==> config.mk <==
export PLATFORM = sky130hd
export DESIGN_NAME = hatch_seq_ctrl
export DESIGN_NICKNAME = d
export VERILOG_FILES = /design/src/rtl/hatch_seq_ctrl.sv
export SDC_FILE = /design/constraint.sdc
export NUM_CORES = 1
export LEC_CHECK = 0
export CAP_MARGIN = 10
export CORE_MARGIN = 2
export CORE_UTILIZATION = 35
export CTS_CLUSTER_SIZE = 30
export DETAILED_ROUTE_END_ITERATION = 16
export SLEW_MARGIN = 20
export SYNTH_ARGS = -nofsm -noshare
export SYNTH_HDL_FRONTEND = slang
export SYNTH_SLANG_ARGS = --single-unit
==> constraint.sdc <==
create_clock -name clk -period 2.06 [get_ports clk]
set_input_delay 0.412 -clock clk [delete_from_list [all_inputs] [get_ports clk]]
set_output_delay 0.412 -clock clk [all_outputs]
set_load 0.05 [all_outputs]
==> src/rtl/hatch_seq_ctrl.sv <==
`default_nettype none
// ============================================================================
// Module   : hatch_seq_ctrl
// Brief    : Stage sequencer for the egg-hatch 8x8 display; times incubation,
//            freezes on overheat/pause. Macro TEMP_FAIL_EN enables overheat abort.
// Revision : 1.0  initial release
// ============================================================================
module hatch_seq_ctrl #(
    parameter int TICKS_PER_SEC  = 1000,
    parameter int STAGE_SEC      = 5,
    parameter int LAST_STAGE     = 11,
    parameter int HEAT_LIMIT_SEC = 10
) (
    input  logic       clk,
    input  logic       rst,
    input  logic       i_start,
    input  logic       i_pause,
    input  logic       i_temp_hi,
    output logic [3:0] o_num,
    output logic       o_st,
    output logic       o_temp,
    output logic       o_done,
    output logic       o_fail,
    output logic [2:0] o_state
);

    localparam int c_TICK_W = (TICKS_PER_SEC > 1) ? $clog2(TICKS_PER_SEC) : 1;
    localparam int c_SEC_W  = (STAGE_SEC > 1) ? $clog2(STAGE_SEC) : 1;
    localparam logic [c_TICK_W-1:0] c_TICK_MAX = c_TICK_W'(TICKS_PER_SEC - 1);
    localparam logic [c_SEC_W-1:0]  c_SEC_MAX  = c_SEC_W'(STAGE_SEC - 1);
    localparam logic [3:0]          c_LAST     = 4'(LAST_STAGE);

    if (TICKS_PER_SEC < 1 || STAGE_SEC < 1 || LAST_STAGE < 0 || LAST_STAGE > 15
        || HEAT_LIMIT_SEC < 1) begin : g_bad_params
        $error("hatch_seq_ctrl: parameter out of range");
    end

    typedef enum logic [2:0] {
        S_IDLE  = 3'd0,
        S_RUN   = 3'd1,
        S_PAUSE = 3'd2,
        S_HOT   = 3'd3,
        S_DONE  = 3'd4,
        S_FAIL  = 3'd5
    } state_t;

    state_t              r_state;
    logic [3:0]          r_num;
    logic [c_TICK_W-1:0] r_tick;
    logic [c_SEC_W-1:0]  r_sec;
    logic                r_st;
    logic                r_temp;
    logic                r_done;
    logic                r_fail;

`ifdef TEMP_FAIL_EN
    localparam int c_HEAT_W = (HEAT_LIMIT_SEC > 1) ? $clog2(HEAT_LIMIT_SEC) : 1;
    localparam logic [c_HEAT_W-1:0] c_HEAT_MAX = c_HEAT_W'(HEAT_LIMIT_SEC - 1);
    logic [c_TICK_W-1:0] r_heat_tick;
    logic [c_HEAT_W-1:0] r_heat_sec;
`endif

    always_ff @(posedge clk or posedge rst) begin
        if (rst) begin
            r_state <= S_IDLE;
            r_num   <= '0;
            r_tick  <= '0;
            r_sec   <= '0;
            r_st    <= 1'b0;
            r_temp  <= 1'b0;
            r_done  <= 1'b0;
            r_fail  <= 1'b0;
`ifdef TEMP_FAIL_EN
            r_heat_tick <= '0;
            r_heat_sec  <= '0;
`endif
        end else begin
            case (r_state)
                S_IDLE, S_DONE, S_FAIL: begin
                    if (i_start) begin
                        r_state <= S_RUN;
                        r_num   <= '0;
                        r_tick  <= '0;
                        r_sec   <= '0;
                        r_st    <= 1'b1;
                        r_temp  <= 1'b0;
                        r_done  <= 1'b0;
                        r_fail  <= 1'b0;
                    end
                end
                S_RUN: begin
                    if (i_temp_hi) begin
                        r_state <= S_HOT;
                        r_temp  <= 1'b1;
`ifdef TEMP_FAIL_EN
                        r_heat_tick <= '0;
                        r_heat_sec  <= '0;
`endif
                    end else if (i_pause) begin
                        r_state <= S_PAUSE;
                    end else if (r_tick == c_TICK_MAX) begin
                        r_tick <= '0;
                        if (r_sec == c_SEC_MAX) begin
                            r_sec <= '0;
                            if (r_num == c_LAST) begin
                                r_state <= S_DONE;
                                r_done  <= 1'b1;
                            end else begin
                                r_num <= r_num + 4'd1;
                            end
                        end else begin
                            r_sec <= r_sec + 1'b1;
                        end
                    end else begin
                        r_tick <= r_tick + 1'b1;
                    end
                end
                S_PAUSE: begin
                    if (i_pause) begin
                        r_state <= S_RUN;
                        r_temp  <= 1'b0;
                    end else begin
                        r_temp <= i_temp_hi;
                    end
                end
                S_HOT: begin
                    // Leaving HOT wins over the overheat limit in the same cycle.
                    if (!i_temp_hi) begin
                        r_state <= S_RUN;
                        r_temp  <= 1'b0;
                    end
`ifdef TEMP_FAIL_EN
                    else if (r_heat_tick == c_TICK_MAX) begin
                        r_heat_tick <= '0;
                        if (r_heat_sec == c_HEAT_MAX) begin
                            r_state <= S_FAIL;
                            r_fail  <= 1'b1;
                        end else begin
                            r_heat_sec <= r_heat_sec + 1'b1;
                        end
                    end else begin
                        r_heat_tick <= r_heat_tick + 1'b1;
                    end
`endif
                end
                default: begin
                    r_state <= S_IDLE;
                    r_num   <= '0;
                    r_tick  <= '0;
                    r_sec   <= '0;
                    r_st    <= 1'b0;
                    r_temp  <= 1'b0;
                    r_done  <= 1'b0;
                    r_fail  <= 1'b0;
                end
            endcase
        end
    end

    assign o_num   = r_num;
    assign o_st    = r_st;
    assign o_temp  = r_temp;
    assign o_done  = r_done;
    assign o_fail  = r_fail;
    assign o_state = r_state;

endmodule
`default_nettype wire

# ---- Word-level counts from Yosys, hierarchy flattened
# Index checks and enable logic that the tools add are counted.
dict set report classes {
  addsub 3
  n_eq_ne 21
  n_mux 41
  bitwise_logic 2
  n_reduce_logical 11
}
# cell n
set ops {}
lappend ops {{10-bit 2-to-1 mux} 4}
lappend ops {{3-bit 2-to-1 mux} 13}
lappend ops {{10-bit case mux with 3 select lines} 1}
lappend ops {{4-bit 2-to-1 mux} 6}
lappend ops {{2-bit inequality test (second input constant)} 10}
lappend ops {{7-bit AND reduction} 2}
lappend ops {{4-bit inequality test (second input constant)} 3}
lappend ops {{3-bit case mux with 4 select lines} 1}
lappend ops {{4-bit case mux with 3 select lines} 1}
lappend ops {{10-bit by 1-bit adder with 10-bit output (second input constant)} 1}
lappend ops {{10-bit equality test (second input constant)} 1}
lappend ops {{1-bit 2-to-1 mux} 10}
lappend ops {{3-bit equality test (second input constant)} 3}
lappend ops {{3-bit case mux with 3 select lines} 1}
lappend ops {{3-bit by 2-bit equality test with 1-bit output (second input constant)} 2}
lappend ops {{6-bit AND reduction} 1}
lappend ops {{3-bit OR reduction} 2}
lappend ops {{5-bit AND reduction} 1}
lappend ops {{4-bit by 1-bit adder with 4-bit output (second input constant)} 1}
lappend ops {{4-bit equality test (second input constant)} 1}
lappend ops {{1-bit case mux with 2 select lines} 2}
lappend ops {{1-bit case mux with 4 select lines} 1}
lappend ops {{4-bit AND reduction} 1}
lappend ops {{3-bit by 1-bit adder with 3-bit output (second input constant)} 1}
lappend ops {{other kinds (7)} 8}
dict set report totals {
  regBits 24
  word_cells 86
}

# ---- Longest topological paths before layout
# Gate-level depths: netlist (run 1).
dict set report depth {
  depth_word 7
  mapped_depth 7
}

# ---- Worst setup path after synthesis (run 1)
# OpenSTA, ideal clock, no wires.
dict set report synth_path {
  path_kind {register -> register}
  start {register r_state[2] (netlist: o_state[2])}
  end {register r_tick[9]}
  arrival_ps 1999
  t_required_ps 1981
  slack_ps -18
  stages_incl_launch_ff 7
  synth_period_minus_slack_ps 2078
  cell_sequence {dfrtp_1 > nand2b_4 > or4_1 > and2_4 > buf_6 > or3_1 > a21oi_1}
}
dict set report synth_between {
  elab_chain_cells 4
  elab_cells_between_ends 14
}
# element line_no
set synth_lines {}
lappend synth_lines {{start, declared} 47} ;# state_t r_state;
lappend synth_lines {{start signal, assigned} 65} ;# r_state <= S_IDLE;
lappend synth_lines {{start signal, assigned} 81} ;# r_state <= S_RUN;
lappend synth_lines {{start signal, assigned} 93} ;# r_state <= S_HOT;
lappend synth_lines {{3-bit equality test (tied with other cells)} 78} ;# case (r_state)
lappend synth_lines {{3-bit OR reduction / 2-bit OR reduction (equally long branches)} --}
lappend synth_lines {{2-bit inequality test (no source line) / 1-bit NOT (equally long branches)} --}
lappend synth_lines {{4-bit AND reduction (no source line)} --}
lappend synth_lines {{end signal, assigned} 115} ;# r_tick <= r_tick + 1'b1;
lappend synth_lines {{end, declared} 49} ;# logic [c_TICK_W-1:0] r_tick;
# Parallel ways exist; a longest one is shown, timed or not.
# A chain may end at the register's enable or synchronous reset.

# ---- Worst setup path after layout (run 1)
dict set report layout_path {
  start {register r_state[0] (netlist: o_state[0])}
  end {output port o_state[0]}
}
# element line_no
set layout_lines {}
lappend layout_lines {{end, declared} 24} ;# output logic [2:0] o_state
# No word-level cell between the ends.

==> results of run 1 <==
-- kinds of logic (layout without fill, tap and decap cells) --
family,Yosys count,count (layout),synth area share
AOI/OAI and AO/OA,44,44,0.206
xor gates and xnor gates,4,4,0.0273
adders and majority gates,4,4,0.0390
buffers and inverters,12,41,0.0448
DFF,23,23,0.448
other,1,1,0.00292
and+or+nand+nor,57,57,0.232
-- final cells by class --
class / count / area (um^2) / area share
Inverter: 7 / 26.3 / 0.0162
Timing Repair Buffer: 30 / 255 / 0.157
Multi-Input combinational cell: 110 / 657 / 0.405
Tap cell: 48 / 60.1 / 0.0370
Clock buffer: 4 / 45.0 / 0.0278
Sequential cell: 23 / 578 / 0.356
-- path summary, 6_finish.rpt --
check	from	endpoint	slack (ps)	depth (start not counted)
worst max register to register	r_tick[4]$_DFFE_PP0P_	o_state[0]$_DFFE_PP0P_	190	5
worst min-delay path	rst	r_tick[1]$_DFFE_PP0P_	490	3
worst max-delay path	o_state[0]$_DFFE_PP0P_	o_state[0]	100	1
min in group clk	r_sec[1]$_DFFE_PP0P_	r_sec[1]$_DFFE_PP0P_	510	2
max in group asynchronous	rst	o_state[2]$_DFFE_PP0P_	1310	3
worst min register to register	r_sec[1]$_DFFE_PP0P_	r_sec[1]$_DFFE_PP0P_	510	2
-- power groups by stage --
stage                     logic (mW)  registers [mW]  clock network (mW)
after floorplan                0.411           0.800                   0
after global placement         0.849           0.642                   0
after detailed placement       0.871           0.643                   0
after CTS                      0.875           0.637               0.297
after global routing           0.950           0.655               0.313
final                          0.871           0.640               0.286
-- registers in the layout (all words and copies together) (netlist names) --
register and cells:
r_sec 3, o_num 4, r_tick 10, o_done 1, o_temp 1, o_state 3, o_st 1
-- layer usage --
| metal | vias to the layer above | share of wire | track usage |
|---|---|---|---|
| li1 | 573 | - | - |
| met1 | 562 | 0.47 | 0.217 |
| met2 | 15 | 0.50 | 0.270 |
| met3 | 2 | 0.025 | 0.0208 |
| met4 | 0 | 0.0040 | 0.0319 |
| met5 | - | 0 | 0 |
-- Yosys cell counts, drive strengths merged --
cell	n
a211oi	1
a21boi	1
a21o	2
a21oi	13
a22o	1
a22oi	2
a31oi	1
a32o	1
and2	3
and3	2
and4b	1
buf	3
clkbuf	2
conb	1
dfrtp	23
ha	4
inv	7
nand2	15
nand2b	2
nand3	3
nand3b	1
nand4	5
nor2	14
nor2b	2
nor3	2
nor4	1
nor4bb	1
o21ai	17
o221ai	1
o22ai	2
o32ai	1
o41ai	1
or2	1
or3	3
or4	1
xnor2	4
-- repair_timing --
action | 4_1_cts | 5_1_grt
endpoints found under the setup margin | 0 | 4
hold buffers | 0 | 0
resized for setup | 0 | 1
-- metrics by stage --
stage | setup slack, ps | instance area, um^2
after global routing | 50.8 | 1620
after global placement | -105 | 1570
after detailed placement | -146 | 1570
after floorplan | 81.6 | 1290
after CTS | 94.6 | 1620
final | 104 | 1620
==> flow_summary.json, run 1 <==
{
  "netSwitchingFraction": 0.425,
  "numPortBuffers": 14,
  "synth_area_leaders": "dfrtp_1, o21ai_0, a21oi_1",
  "slew_viol_final": 0,
  "cpLargestDelayFamily": "buffers and inverters",
  "crit_arrival_ps": 1540,
  "p_switching_uw": 763,
  "cts_setup_buffers": 0,
  "ant_nets": 0,
  "grt_max_degree": 24,
  "wl_per_cell_um": 13.6,
  "crit_path_max_incr_delay_ps": 830,
  "drive_gt1_frac": 0.161,
  "grt_overflow": 0,
  "power.density_nw_per_um2": 1110,
  "yosysTopAreaCellShare": 0.448,
  "via_per_inst": 5.19,
  "ys_seq_area_frac": 0.448,
  "start_util": 0.356,
  "areaGrowthSynthToFinish_pct": 26.3,
  "yosys_register_bits": 23,
  "vias": 1152,
  "ir_worst_vdd_v": 0.000780,
  "fin_crit_ps": 1960,
  "finish.utilization": 0.450,
  "cp-end-kind": "output pin",
  "antenna_found_initial": 0,
  "dieArea_um2": 4170,
  "slew_headroom": 0.667,
  "finalWeightedCongestion": 0.786,
  "htree_levels": 1,
  "power_frac_seq": 0.356,
  "fin_cells": 222,
  "period_share": 0.950,
  "grt_usage": 0.159,
  "slowest_stage": "clkdlybuf4s50_1",
  "synth_area_um2": 1280,
  "cts_sinks": 23,
  "grt_pass1_vias": 1106,
  "worst-path-buf-inv": 1,
  "skew_ps": 4.42,
  "pin_count": 16,
  "pwr-share-comb": 0.485,
  "p_int_mw": 1.03,
  "crit_type": "reg -> out",
  "rsz0062_at_grt": "false",
  "hold_path.class": "in -> async",
  "dr.first_iter.drc_count": 44,
  "final.setup.tns_ps": 0,
  "post_synth_inst_count": 145,
  "fin_nets": 184,
  "totalWireLength_um": 3010,
  "drcViolationCount": 0,
  "power.leakage_nw": 0.701,
  "ys_types": 41,
  "clock_tree.root_cell": "clkbuf_8",
  "final_common_cell": "dfrtp_1",
  "yosys_warnings": 0,
  "cp_cell_sequence": "clkdlybuf4s50_1",
  "cts_inserted_buffers": 3,
  "finalHoldViolCount": 0,
  "most-common-layout-cells": "dfrtp_1, buf_4, o21ai_0",
  "die_h_um": 64.6,
  "insertion_delay_ps": 260,
  "synth_largest_area_cell": "dfrtp_1",
  "worst_pin_slew_ps": 498,
  "synth.net_count": 154,
  "cap_violations": 0,
  "fin_hold_ws_ps": 488,
  "diodes": 0,
  "clock_path_buffers": 2,
  "status": "complete, no violations",
  "place_inst": 218,
  "clockPowerShare": 0.159,
  "coreArea_um2": 3610,
  "rows": 22,
  "path_max_fanout": 7,
  "place_hpwl_um": 2290,
  "syn_avg_cell_area_um2": 8.85,
  "die_x_um": 64.6,
  "cp.required_ps": 1650,
  "num-fill-cells": 365,
  "setup_violations": 0,
  "power_mw": 1.80,
  "max_freq_ghz": 0.511,
  "cts_tree": "yes",
  "clk_pin_slew_worst_paths_ps": 90,
  "first_pass_iters": 4,
  "grt_pass1_wl_um": 5220,
  "cp-start-kind": "register"
}
Note: power is estimated with default switching activity, not from simulation.
==> inputs of run 2 (changes only) <==
CTS_BUF_LIST = sky130_fd_sc_hd__clkbuf_4 sky130_fd_sc_hd__clkbuf_8   (was not set)
==> run 2 against run 1 <==
Against the previous run: utilization grew 0.10 points; largest power group unchanged; clock skew is essentially flat; highest routed layer unchanged; global-route usage unchanged; flip-flop and latch count stayed put.
==> flow_summary.json, run 2 (synthesis gave the netlist of run 1 again) <==
{
  "wl_per_cell_um": 13.6,
  "rr_worst_depth": 5,
  "skew_ps": 4.41,
  "cp.required_ps": 1650,
  "numPortBuffers": 14,
  "final.setup.tns_ps": 0,
  "via_per_inst": 5.15,
  "cts_sinks": 23,
  "crit_path_max_incr_delay_ps": 830,
  "die_h_um": 64.6,
  "ir_worst_vdd_v": 0.000780,
  "cp.depth": 1,
  "top_register": "r_tick",
  "status": "complete, no violations",
  "rr_startpoint": "r_tick[4]$_DFFE_PP0P_",
  "grt_usage": 0.159,
  "dieArea_um2": 4170,
  "final_common_cell": "dfrtp_1",
  "slowest_stage": "clkdlybuf4s50_1",
  "cpLargestDelayFamily": "buffers and inverters",
  "place_hpwl_um": 2290,
  "fin_crit_ps": 1960,
  "totalWireLength_um": 3010,
  "cts_setup_buffers": 0,
  "routed.top_layer": "met4",
  "diodes": 0,
  "areaGrowthSynthToFinish_pct": 26.6,
  "finalWeightedCongestion": 0.786,
  "insertion_delay_ps": 260,
  "drcViolationCount": 0,
  "clk_pin_slew_worst_paths_ps": 90,
  "coreArea_um2": 3610,
  "ant_nets": 0,
  "worst-path-buf-inv": 1,
  "crit_type": "reg -> out",
  "pin_count": 16,
  "worst_slack_ps": 103,
  "worst_pin_slew_ps": 498,
  "finalHoldViolCount": 0,
  "slew_headroom": 0.667,
  "max_freq_ghz": 0.511,
  "drive_gt1_frac": 0.167,
  "start_util": 0.356,
  "cts_inserted_buffers": 3,
  "cts_tree": "yes",
  "grt_max_degree": 24,
  "cp-startpoint": "o_state[0]$_DFFE_PP0P_",
  "crit_arrival_ps": 1540,
  "m1WireLength_um": 1440,
  "power.density_nw_per_um2": 1110,
  "holdBufCountCts": 0,
  "grt_overflow": 0,
  "path_max_fanout": 7,
  "fin_nets": 184,
  "clock_path_buffers": 2,
  "wl_met2_um": 1500,
  "power.leakage_nw": 0.704,
  "pre_cts_ws_ps": -146,
  "cp-end-kind": "output pin",
  "slew_viol_final": 0,
  "cp-start-kind": "register",
  "grt_pass1_vias": 1106,
  "first_pass_iters": 4,
  "most-common-layout-cells": "dfrtp_1, buf_4, o21ai_0",
  "vias": 1144,
  "die_x_um": 64.6,
  "clock_tree.root_cell": "clkbuf_8",
  "hold_path.class": "in -> async",
  "rsz0062_at_grt": "false",
  "grt_pass1_wl_um": 5220,
  "antenna_found_initial": 0,
  "rows": 22,
  "htree_levels": 1,
  "routed-wl-met3_um": 59,
  "setup_violations": 0,
  "cap_violations": 0,
  "dr.first_iter.drc_count": 44,
  "largest_reg_flops": 10,
  "cp_cell_sequence": "clkdlybuf4s50_1",
  "period_share": 0.950
}
-- run 2: cell counts in the layout (fill, tap and decap cells not counted) --
No cell type changed its count.
-- run 2: routing by layer --
metal,track usage,up-vias
li1,-,574
met1,0.217,556
met2,0.270,12
met3,0.0208,2
met4,0.0319,0
met5,0,-
-- run 2: final timing paths --
kind                       slack (ps)                      to
max in group asynchronous        1310  o_state[2]$_DFFE_PP0P_
max reg2reg                       190  o_state[0]$_DFFE_PP0P_
min reg2reg                       510    r_sec[1]$_DFFE_PP0P_
max                               100              o_state[0]
min                               490   r_tick[1]$_DFFE_PP0P_
min in group clk                  510    r_sec[1]$_DFFE_PP0P_
-- run 2: power breakdown --
part	internal, mW	switching [mW]	leakage (nW)
combinational	0.349	0.522	0.371
clock	0.151	0.148	0.0262
sequential	0.546	0.0936	0.307
total	1.05	0.763	0.704
-- run 2: what timing repair did --
item	4_1_cts	5_1_grt
gates resized for setup	0	1
endpoints found under the hold margin	0	0
endpoints found under the setup margin	0	4
-- run 2: metrics by stage --
stage          area [um^2]   util  std cells  hold slack, ps  total power [mW]
2_1_floorplan         1290      -        145             414              1.21
3_3_place_gp          1570  0.435        218             488              1.49
3_5_place_dp          1570  0.435        218             499              1.51
4_1_cts               1620  0.449        222             502              1.82
5_1_grt               1630  0.451        222             548              1.93
6_report              1630  0.451        222             489              1.81
-- run 2: cell type report --
class	count	area (um^2)
multi-input combinational	110	657
fill	363	1980
sequential	23	578
clock buffer	4	48.8
timing repair buffer	30	255
inverter	7	26.3
tap	48	60.1
